`src/rtl/dmem_store_buffer.sv`:
```
// dmem_store_buffer
//
// Write-side store buffer for the data memory. Stores issued by the MEM
// stage are queued in a small in-order FIFO and drained to the data-memory
// write port one per accepted handshake. Loads look up the buffer and receive
// the youngest matching buffered word, so the combinational read path never
// returns data that a pending store has superseded.
//
// Ports:
//   clk        system clock, all state updates on the rising edge
//   clrn       synchronous active-low reset
//   mwmem      MEM-stage store request
//   mm2reg     MEM-stage load request (forwarding lookup)
//   malu_out   MEM-stage byte address; word address = malu_out[AW+1:2]
//   mqb        store data
//   stall      store cannot be accepted this cycle (buffer full)
//   fwd_hit    load address matches a buffered store
//   fwd_data   data of the youngest matching buffered store, 0 on miss
//   mem_we     write request to data memory (buffer not empty)
//   mem_addr   word address of the head entry
//   mem_wdata  data of the head entry
//   mem_ack    memory accepted the write this cycle
//   empty      no buffered stores
//   count      number of valid entries, 0..DEPTH
module dmem_store_buffer #(
    parameter int DEPTH = 4,
    parameter int AW    = 8
) (
    input  logic                     clk,
    input  logic                     clrn,
    input  logic                     mwmem,
    input  logic                     mm2reg,
    input  logic [31:0]              malu_out,
    input  logic [31:0]              mqb,
    output logic                     stall,
    output logic                     fwd_hit,
    output logic [31:0]              fwd_data,
    output logic                     mem_we,
    output logic [AW-1:0]            mem_addr,
    output logic [31:0]              mem_wdata,
    input  logic                     mem_ack,
    output logic                     empty,
    output logic [$clog2(DEPTH):0]   count
);

    localparam int PW = $clog2(DEPTH);
    localparam int CW = PW + 1;

    logic [PW-1:0]  head_reg;
    logic [PW-1:0]  tail_reg;
    logic [CW-1:0]  count_reg;
    logic [DEPTH-1:0] valid_reg;
    logic [AW-1:0]  addr_reg [DEPTH];
    logic [31:0]    data_reg [DEPTH];

    logic [AW-1:0]  word_addr;
    logic           full;
    logic           push;
    logic           pop;
    logic [DEPTH-1:0] match;
    logic [PW-1:0]  age_idx;
    logic           fwd_hit_next;
    logic [31:0]    fwd_data_next;

    // Byte-offset and high address bits play no part in word addressing.
    logic unused_addr_bits;
    assign unused_addr_bits = ^{malu_out[31:AW+2], malu_out[1:0]};

    assign word_addr = malu_out[AW+1:2];
    assign full      = (count_reg == CW'(DEPTH));
    // Push is decided from the occupancy at the start of the cycle, so a pop
    // in the same cycle as a full-buffer store does not let the store in.
    assign push      = mwmem & ~full;
    assign pop       = (count_reg != '0) & mem_ack;

    assign stall     = mwmem & full;
    assign mem_we    = (count_reg != '0);
    assign mem_addr  = addr_reg[head_reg];
    assign mem_wdata = data_reg[head_reg];
    assign empty     = (count_reg == '0);
    assign count     = count_reg;

    always_ff @(posedge clk) begin
        if (!clrn) begin
            head_reg  <= '0;
            tail_reg  <= '0;
            count_reg <= '0;
            valid_reg <= '0;
            for (int i = 0; i < DEPTH; i++) begin
                addr_reg[i] <= '0;
                data_reg[i] <= '0;
            end
        end else begin
            // Head and tail only coincide when empty (no pop) or full (no
            // push), so the two valid updates never target the same entry.
            if (push) begin
                valid_reg[tail_reg] <= 1'b1;
                addr_reg[tail_reg]  <= word_addr;
                data_reg[tail_reg]  <= mqb;
                tail_reg            <= tail_reg + 1'b1;
            end
            if (pop) begin
                valid_reg[head_reg] <= 1'b0;
                head_reg            <= head_reg + 1'b1;
            end
            case ({push, pop})
                2'b10:   count_reg <= count_reg + 1'b1;
                2'b01:   count_reg <= count_reg - 1'b1;
                default: count_reg <= count_reg;
            endcase
        end
    end

    // Per-entry address comparators.
    generate
        for (genvar gi = 0; gi < DEPTH; gi++) begin : g_match
            assign match[gi] = valid_reg[gi] & (addr_reg[gi] == word_addr);
        end
    endgenerate

    // Walk entries oldest to youngest; the last hit seen is the youngest
    // store to that word. The popping head entry is still valid here, so it
    // continues to forward during the cycle it drains.
    always_comb begin
        fwd_hit_next  = 1'b0;
        fwd_data_next = '0;
        age_idx       = '0;
        if (mm2reg) begin
            for (int i = 0; i < DEPTH; i++) begin
                age_idx = head_reg + PW'(i);
                if (match[age_idx]) begin
                    fwd_hit_next  = 1'b1;
                    fwd_data_next = data_reg[age_idx];
                end
            end
        end
    end

    assign fwd_hit  = fwd_hit_next;
    assign fwd_data = fwd_data_next;

endmodule
```
`config.mk`:
```
export PLATFORM = sky130hd
export DESIGN_NAME = dmem_store_buffer
export DESIGN_NICKNAME = d
export VERILOG_FILES = /design/src/rtl/dmem_store_buffer.sv
export SDC_FILE = /design/constraint.sdc
export NUM_CORES = 1
export LEC_CHECK = 0
export ABC_AREA = 1
export BUFFER_PORTS_ARGS = -buffer_cell sky130_fd_sc_hd__buf_4
export CAP_MARGIN = 20
export CORE_MARGIN = 2
export CORE_UTILIZATION = 59
export CTS_CLUSTER_DIAMETER = 60
export DETAILED_ROUTE_END_ITERATION = 8
export PLACE_DENSITY = 0.84
export SYNTH_ARGS = -nofsm -noshare
export SYNTH_HDL_FRONTEND = slang
export SYNTH_SLANG_ARGS = --single-unit
```
`constraint.sdc`:
```
create_clock -name clk -period 3.94 [get_ports clk]
set_input_delay 0.197 -clock clk [delete_from_list [all_inputs] [get_ports clk]]
set_output_delay 0.197 -clock clk [all_outputs]
set_load 0.005 [all_outputs]
```
==> impl_table.tex, run 1 <==
\begin{tabular}{lr}
\hline
Metric & Value \\
\hline
\multicolumn{2}{l}{\textbf{Setup path}} \\
Launching point of the worst reg2reg path & count[0]\$\_SDFFE\_PN0P\_ \\
Critical Path Source Type & register \\
FF-to-FF setup slack & 1.25 ns \\
Critical path data required time & 3.74 ns \\
Critical Setup Path Class & reg2out \\
Maximum fanout along the worst path & 67 \\
End of the worst register-to-register path & addr\_reg[3][0]\$\_DFFE\_PP\_ \\
Launching element of the worst setup path & head\_reg[1]\$\_SDFFE\_PN0N\_ \\
Depth of the most critical reg-to-reg path & 10 \\
Arrival time worst endpoint & 3.40 ns \\
Critical path endpoint & fwd\_data[14] \\
Critical Path End Type & output port \\
\multicolumn{2}{l}{\textbf{Cells and area}} \\
Filler Cells Inserted & 1,607 \\
Nets & 1,801 \\
Storage element area & 5070 um2 \\
Area overhead of the layout relative to synthesis & 12.5\% \\
Largest register FFs & 128 \\
Commonest cells after routing, fill and taps aside & sky130\_fd\_sc\_hd\_\_nand2\_1, sky130\_fd\_sc\_hd\_\_o21ai\_0, sky130\_fd\_sc\_hd\_\_nor2\_1, sky130\_fd\_sc\_hd\_\_inv\_1, sky130\_fd\_sc\_hd\_\_edfxtp\_1 \\
Share of cells above drive strength 1 & 0.139 \\
Multi-input logic area & 5540 um2 \\
Final antenna diode count & 0 \\
Most frequent standard cell in the layout excluding fill and tap cells & sky130\_fd\_sc\_hd\_\_nand2\_1 \\
\multicolumn{2}{l}{\textbf{Timing}} \\
Part of the cycle the worst path needs & 0.913 \\
Final Skew & 0.00460 ns \\
Hold slack & 0.0862 ns \\
Fmax & 278 MHz \\
Fin. Hold Viols & 0 \\
Setup repair after global routing missed its margin & no \\
Final period demand of the worst path & 3.60 ns \\
Final total negative setup slack & 0 ns \\
Relative slew slack & 0.401 \\
Number of slew-limit violations in the final report & 0 \\
Setup violators final & 0 \\
Slew @ Worst Pin & 0.899 ns \\
\multicolumn{2}{l}{\textbf{Synthesis}} \\
Avg Cell Area, Syn & 7.07 um2 \\
Post-synthesis instance total & 1,676 \\
Synthesized-area fraction occupied by and/or/nand/nor cells & 0.234 \\
Share of cell area taken by muxes after synthesis & 0 \\
Total nets after synthesis & 1,755 \\
Post-synthesis compound-gate area fraction & 0.215 \\
Dominant combinational cell family by area after synthesis & simple AND/OR/NAND/NOR gates \\
Top flip-flop cell by instance count after synthesis & sky130\_fd\_sc\_hd\_\_edfxtp\_1 \\
Cell area after technology mapping & 11,800 um2 \\
Number of unique standard cell types used by synthesis & 35 \\
Ys async rst share & 0 \\
Synthesized-area fraction occupied by adder cells & 0.0112 \\
Sequential area share after synthesis & 0.428 \\
Synthesis Warnings & 0 \\
\#FFs+latches synth & 173 \\
Synth Area in XOR/XNOR & 0.00517 \\
EDFF count, synth & 160 \\
\multicolumn{2}{l}{\textbf{Clock network}} \\
Clock buffers created by TritonCTS & 17 \\
Setup fix buffers added after clock tree synthesis & 0 \\
Clk pin slew, worst setup/hold paths & 0.06 ns \\
Number of buffers on the longest clock path & 2 \\
Total clock sinks & 173 \\
CTS Root Buffer Type & sky130\_fd\_sc\_hd\_\_clkbuf\_16 \\
Source-to-sink clock delay at the later pin of the worst-skew pair & 0.43 ns \\
H-tree depth reported by CTS & 4 \\
CTS tree & built \\
\multicolumn{2}{l}{\textbf{Die}} \\
Placeable core region & 19,600 um2 \\
I/O pin count & 148 \\
Die height & 146 um \\
Number of core rows & 51 \\
Initial cell density of the core & 0.605 \\
Die outline area & 21,200 um2 \\
Die width & 146 um \\
\multicolumn{2}{l}{\textbf{Power and ir drop}} \\
Switching share of power & 0.473 \\
Power share of the sequential group & 0.246 \\
Power per Cell Area & 750 nW/um2 \\
Fraction of power consumed by combinational cells & 0.592 \\
Leak & 5.75 nW \\
Worst vdd rail ir drop & 741 uV \\
Internal portion of total power & 5.27 mW \\
Net load switching power & 4.74 mW \\
Share of power burned in the clock network & 0.162 \\
Total power after layout & 10.0 mW \\
\multicolumn{2}{l}{\textbf{Routing}} \\
Residual DRC & 0 \\
Detail Route Antenna Nets & 0 \\
Via density & 5.81 \\
Total number of vias & 11,600 \\
Routed length per placed instance & 16.6 um \\
Number of violations reported at the end of detailed-routing iteration 0 & 1,076 \\
Total wire length & 33,200 um \\
Number of iterations in the first detailed-routing pass & 7 \\
\multicolumn{2}{l}{\textbf{Flow run}} \\
\# Max-Cap Violations & 0 \\
\multicolumn{2}{l}{\textbf{Worst hold path}} \\
Classification of the worst-slack hold path & in2reg \\
\multicolumn{2}{l}{\textbf{GRT}} \\
Overall Global Routing Usage & 0.313 \\
Overflow after GRT & 0 \\
Number of global-route vias before repair & 11,000 \\
Global-route wire length before repair & 53,700 um \\
Number of antenna violations at the first check in global routing & 0 \\
Maximum number of pins on one net before global-route repair & 232 \\
\multicolumn{2}{l}{\textbf{Placed design}} \\
Final GP Congestion & 0.831 \\
Number of buffer cells added on primary ports & 123 \\
Final HPWL from detailed placement & 20,500 um \\
\multicolumn{2}{l}{\textbf{Run status}} \\
Result of the run & finished clean \\
\hline
\end{tabular}
[repair_timing]
action	4_1_cts	5_1_grt
gates resized for setup	0	1
hold buffers	0	0
setup endpoints to repair	0	32
[through the flow]
step | instance area [um2] | cells | util | setup slack [ns]
global route | 13300 | 2000 | 0.681 | 0.201
finish | 13300 | 2000 | 0.681 | 0.345
global placement | 12800 | 1968 | 0.652 | 0.617
detailed placement | 12800 | 1968 | 0.652 | 0.522
floorplan | 11800 | 1676 | - | 0.857
CTS | 13300 | 2000 | 0.681 | 0.0526
[worst max-delay path, cell delays in order, from the launching register on]
cell	delay [ns]
sky130_fd_sc_hd__dfxtp_1	0.43
sky130_fd_sc_hd__inv_2	0.06
sky130_fd_sc_hd__ha_2	0.34
sky130_fd_sc_hd__buf_4	0.58
sky130_fd_sc_hd__nand2_1	0.14
sky130_fd_sc_hd__nand2_2	0.54
sky130_fd_sc_hd__buf_4	0.36
sky130_fd_sc_hd__o21ai_0	0.10
sky130_fd_sc_hd__a21oi_1	0.24
sky130_fd_sc_hd__buf_4	0.16
[synth_stat cells (2+ instances only)]
master,instances,share of area
sky130_fd_sc_hd__buf_2,16,0.0068
sky130_fd_sc_hd__inv_1,170,0.054
sky130_fd_sc_hd__buf_6,8,0.0076
sky130_fd_sc_hd__nor2_1,252,0.080
sky130_fd_sc_hd__o21ai_2,21,0.016
sky130_fd_sc_hd__a21oi_2,9,0.0067
sky130_fd_sc_hd__a221oi_1,3,0.0022
sky130_fd_sc_hd__nand2_2,4,0.0021
sky130_fd_sc_hd__nand3_1,72,0.030
sky130_fd_sc_hd__edfxtp_1,160,0.41
sky130_fd_sc_hd__o21ai_0,299,0.13
sky130_fd_sc_hd__a21oi_1,109,0.046
sky130_fd_sc_hd__nand2_1,371,0.12
sky130_fd_sc_hd__buf_8,2,0.0025
sky130_fd_sc_hd__o22ai_1,3,0.0016
sky130_fd_sc_hd__ha_1,9,0.0095
sky130_fd_sc_hd__inv_2,10,0.0032
sky130_fd_sc_hd__dfxtp_1,13,0.022
sky130_fd_sc_hd__clkbuf_1,83,0.026
sky130_fd_sc_hd__buf_4,5,0.0032
sky130_fd_sc_hd__o21ai_1,33,0.014
sky130_fd_sc_hd__buf_1,3,0.00095
sky130_fd_sc_hd__nor2_2,3,0.0016
sky130_fd_sc_hd__xnor2_1,7,0.0052
[power by group through the flow]
stage	clock network, mW	registers [mW]	logic (mW)
after detailed placement	0	2.49	5.81
after floorplan	0	2.44	4.07
after global routing	1.69	2.49	6.55
after CTS	1.62	2.45	5.84
final	1.62	2.46	5.92
after global placement	0	2.47	5.64
[layout make-up]
class,instances,area share
multi-input cells,1203,0.416
repair buffers,146,0.0860
clock inverters,12,0.00920
clock buffers,20,0.0328
inverters,181,0.0512
flip-flops and latches,173,0.380
well taps,265,0.0249
[per-layer routing]
layer,share of wire,GRT usage,up-vias
li1,-,-,5578
met1,0.38,0.394,5316
met2,0.49,0.539,625
met3,0.093,0.0411,104
met4,0.033,0.141,0
met5,0,0,-
[worst min path at each step]
stage                             from                           end  slack (ns)  cells after the start
6_report                          clrn         count[2]$_SDFFE_PN0P_        0.09                      3
2_1_floorplan              malu_out[2]  addr_reg[0][0]$_SDFFCE_PN0P_        0.43                      2
4_1_cts                           clrn         count[2]$_SDFFE_PN0P_        0.08                      3
5_1_grt                           clrn         count[2]$_SDFFE_PN0P_        0.09                      3
3_5_place_dp   valid_reg[1]$_SDFF_PN0_       valid_reg[1]$_SDFF_PN0_        0.50                      2
3_3_place_gp   valid_reg[1]$_SDFF_PN0_       valid_reg[1]$_SDFF_PN0_        0.49                      2
[cell families (layout without fill, tap and decap cells)]
family	count (synthesis)	count (layout)
buffers and inverters	300	359
XOR/XNOR	7	7
adder cells (fa/ha/maj)	10	10
AND/OR/NAND/NOR	705	705
AO/OA/AOI/OAI	481	481
flip-flops	173	173
(Power assumes the default switching activity.)
==> run 2, diff against run 1 <==
SETUP_SLACK_MARGIN = 0.5   (was not set)
==> impl_table.tex, run 2 (same netlist as run 1, synthesis figures left out) <==
\begin{tabular}{lr}
\hline
Metric & Value \\
\hline
\multicolumn{2}{l}{\textbf{Run status}} \\
Result of the run & finished clean \\
\multicolumn{2}{l}{\textbf{Die}} \\
I/O pin count & 148 \\
Die width & 146 um \\
Die outline area & 21,200 um2 \\
Placeable core region & 19,600 um2 \\
Initial cell density of the core & 0.605 \\
Die height & 146 um \\
Number of core rows & 51 \\
\multicolumn{2}{l}{\textbf{GRT}} \\
Maximum number of pins on one net before global-route repair & 232 \\
Number of antenna violations at the first check in global routing & 0 \\
Global-route wire length before repair & 53,700 um \\
Overflow after GRT & 0 \\
Number of global-route vias before repair & 11,000 \\
Overall Global Routing Usage & 0.314 \\
\multicolumn{2}{l}{\textbf{Setup path}} \\
Maximum fanout along the worst path & 67 \\
CP max-delay cell & sky130\_fd\_sc\_hd\_\_dfxtp\_1 \\
Critical Path End Type & output port \\
Critical Path Source Type & register \\
Number of buffers and inverters on the critical path & 4 \\
Critical path data required time & 3.74 ns \\
CP peak stage delay & 0.43 ns \\
Cell mode on critical path & sky130\_fd\_sc\_hd\_\_nand2\_1 \\
Top delay family on crit path & buffers and inverters \\
Critical Setup Path Class & reg2out \\
Arrival time worst endpoint & 3.10 ns \\
Critical path, cell by cell & inv\_2 > ha\_2 > clkbuf\_8 > nand2\_1 > nand2\_8 > clkinv\_4 > nand2\_1 > nand2\_1 > nand2\_1 > a21oi\_1 > buf\_4 \\
\multicolumn{2}{l}{\textbf{Placed design}} \\
Number of instances in the placed design & 1,968 \\
Final HPWL from detailed placement & 20,500 um \\
Final GP Congestion & 0.831 \\
Number of buffer cells added on primary ports & 123 \\
\multicolumn{2}{l}{\textbf{Clock network}} \\
H-tree depth reported by CTS & 4 \\
Number of buffers on the longest clock path & 2 \\
Total clock sinks & 173 \\
Clock buffers created by TritonCTS & 17 \\
Clk pin slew, worst setup/hold paths & 0.06 ns \\
CTS tree & built \\
CTS Root Buffer Type & sky130\_fd\_sc\_hd\_\_clkbuf\_16 \\
Count of hold-fix buffers inserted at cts & 0 \\
Source-to-sink clock delay at the later pin of the worst-skew pair & 0.43 ns \\
\multicolumn{2}{l}{\textbf{Cells and area}} \\
Nets & 1,802 \\
Multi-input logic area & 5560 um2 \\
Share of cells above drive strength 1 & 0.139 \\
Most frequent standard cell in the layout excluding fill and tap cells & sky130\_fd\_sc\_hd\_\_nand2\_1 \\
Largest register FFs & 128 \\
Non-Filler Instances & 2,001 \\
Filler Cells Inserted & 1,592 \\
Final antenna diode count & 0 \\
Commonest cells after routing, fill and taps aside & sky130\_fd\_sc\_hd\_\_nand2\_1, sky130\_fd\_sc\_hd\_\_o21ai\_0, sky130\_fd\_sc\_hd\_\_nor2\_1, sky130\_fd\_sc\_hd\_\_inv\_1, sky130\_fd\_sc\_hd\_\_edfxtp\_1 \\
Storage element area & 5070 um2 \\
Area overhead of the layout relative to synthesis & 13.0\% \\
\multicolumn{2}{l}{\textbf{Power and ir drop}} \\
Power per Cell Area & 755 nW/um2 \\
Worst vdd rail ir drop & 617 uV \\
Share of power burned in the clock network & 0.160 \\
Fraction of power consumed by combinational cells & 0.596 \\
Power share of the sequential group & 0.244 \\
Net load switching power & 4.81 mW \\
Total power after layout & 10.1 mW \\
Internal portion of total power & 5.30 mW \\
Leak & 5.77 nW \\
Switching share of power & 0.475 \\
\multicolumn{2}{l}{\textbf{Routing}} \\
Residual DRC & 0 \\
Number of violations reported at the end of detailed-routing iteration 0 & 1,374 \\
Number of iterations in the first detailed-routing pass & 6 \\
Total wire length & 34,000 um \\
Detail Route Antenna Nets & 0 \\
Total number of vias & 11,800 \\
Routed length per placed instance & 17.0 um \\
Via density & 5.87 \\
\multicolumn{2}{l}{\textbf{Timing}} \\
Setup violators final & 0 \\
Setup repair after global routing missed its margin & no \\
Fmax & 303 MHz \\
Number of slew-limit violations in the final report & 0 \\
Final total negative setup slack & 0 ns \\
Hold slack & 0.0877 ns \\
Part of the cycle the worst path needs & 0.837 \\
Final Skew & 0.00529 ns \\
Final period demand of the worst path & 3.30 ns \\
Fin. Hold Viols & 0 \\
Relative slew slack & 0.394 \\
Slew @ Worst Pin & 0.908 ns \\
\multicolumn{2}{l}{\textbf{Worst hold path}} \\
Classification of the worst-slack hold path & in2reg \\
\multicolumn{2}{l}{\textbf{Flow run}} \\
\# Max-Cap Violations & 0 \\
\hline
\end{tabular}
[run 2: metal layers]
metal  global-route usage  vias to the layer above  share of wire
li1                     -                     5585              -
met1                0.397                     5343           0.37
met2                0.540                      711           0.49
met3               0.0411                      114           0.11
met4                0.138                        0          0.035
met5                    0                        -              0
[run 2: path summary, 6_finish.rpt]
kind	from	end	slack, ns	depth (start not counted)
worst min-delay path	clrn	count[2]$_SDFFE_PN0P_	0.09	3
worst max register to register	count[0]$_SDFFE_PN0P_	addr_reg[3][0]$_DFFE_PP_	1.24	10
worst min register to register	valid_reg[1]$_SDFF_PN0_	valid_reg[1]$_SDFF_PN0_	0.51	2
worst max-delay path	head_reg[1]$_SDFFE_PN0N_	fwd_data[4]	0.64	11
[run 2: cell type report]
cell class                 instances  share of cell area
timing repair buffer             147              0.0885
multi-input combinational       1203               0.415
sequential                       173               0.379
clock inverter                    12             0.00916
tap                              265              0.0248
clock buffer                      20              0.0326
inverter                         181              0.0513
[run 2: tightest hold or removal path, stage by stage]
cell                      delay (ns)
sky130_fd_sc_hd__buf_4          0.15
sky130_fd_sc_hd__o21ai_0        0.08
sky130_fd_sc_hd__a21oi_1        0.04
[run 2: power by group through the flow]
stage / sequential, mW / clock, mW / combinational, mW
after CTS: 2.45 / 1.62 / 5.85
after floorplan: 2.44 / 0 / 4.07
after global routing: 2.49 / 1.69 / 6.64
final: 2.46 / 1.62 / 6.02
after global placement: 2.47 / 0 / 5.64
after detailed placement: 2.49 / 0 / 5.81
[run 2: what timing repair did]
item,in CTS,in global routing
cloned,0,1
buffers inserted,0,0
gates resized for setup,2,5
setup endpoints to repair,32,33
[run 2: stage by stage]
step / util / setup WS (ns) / cell area [um2]
6_report: 0.683 / 0.643 / 13400
2_1_floorplan: - / 0.857 / 11800
3_3_place_gp: 0.652 / 0.617 / 12800
3_5_place_dp: 0.652 / 0.522 / 12800
4_1_cts: 0.681 / 0.507 / 13300
5_1_grt: 0.683 / 0.525 / 13400
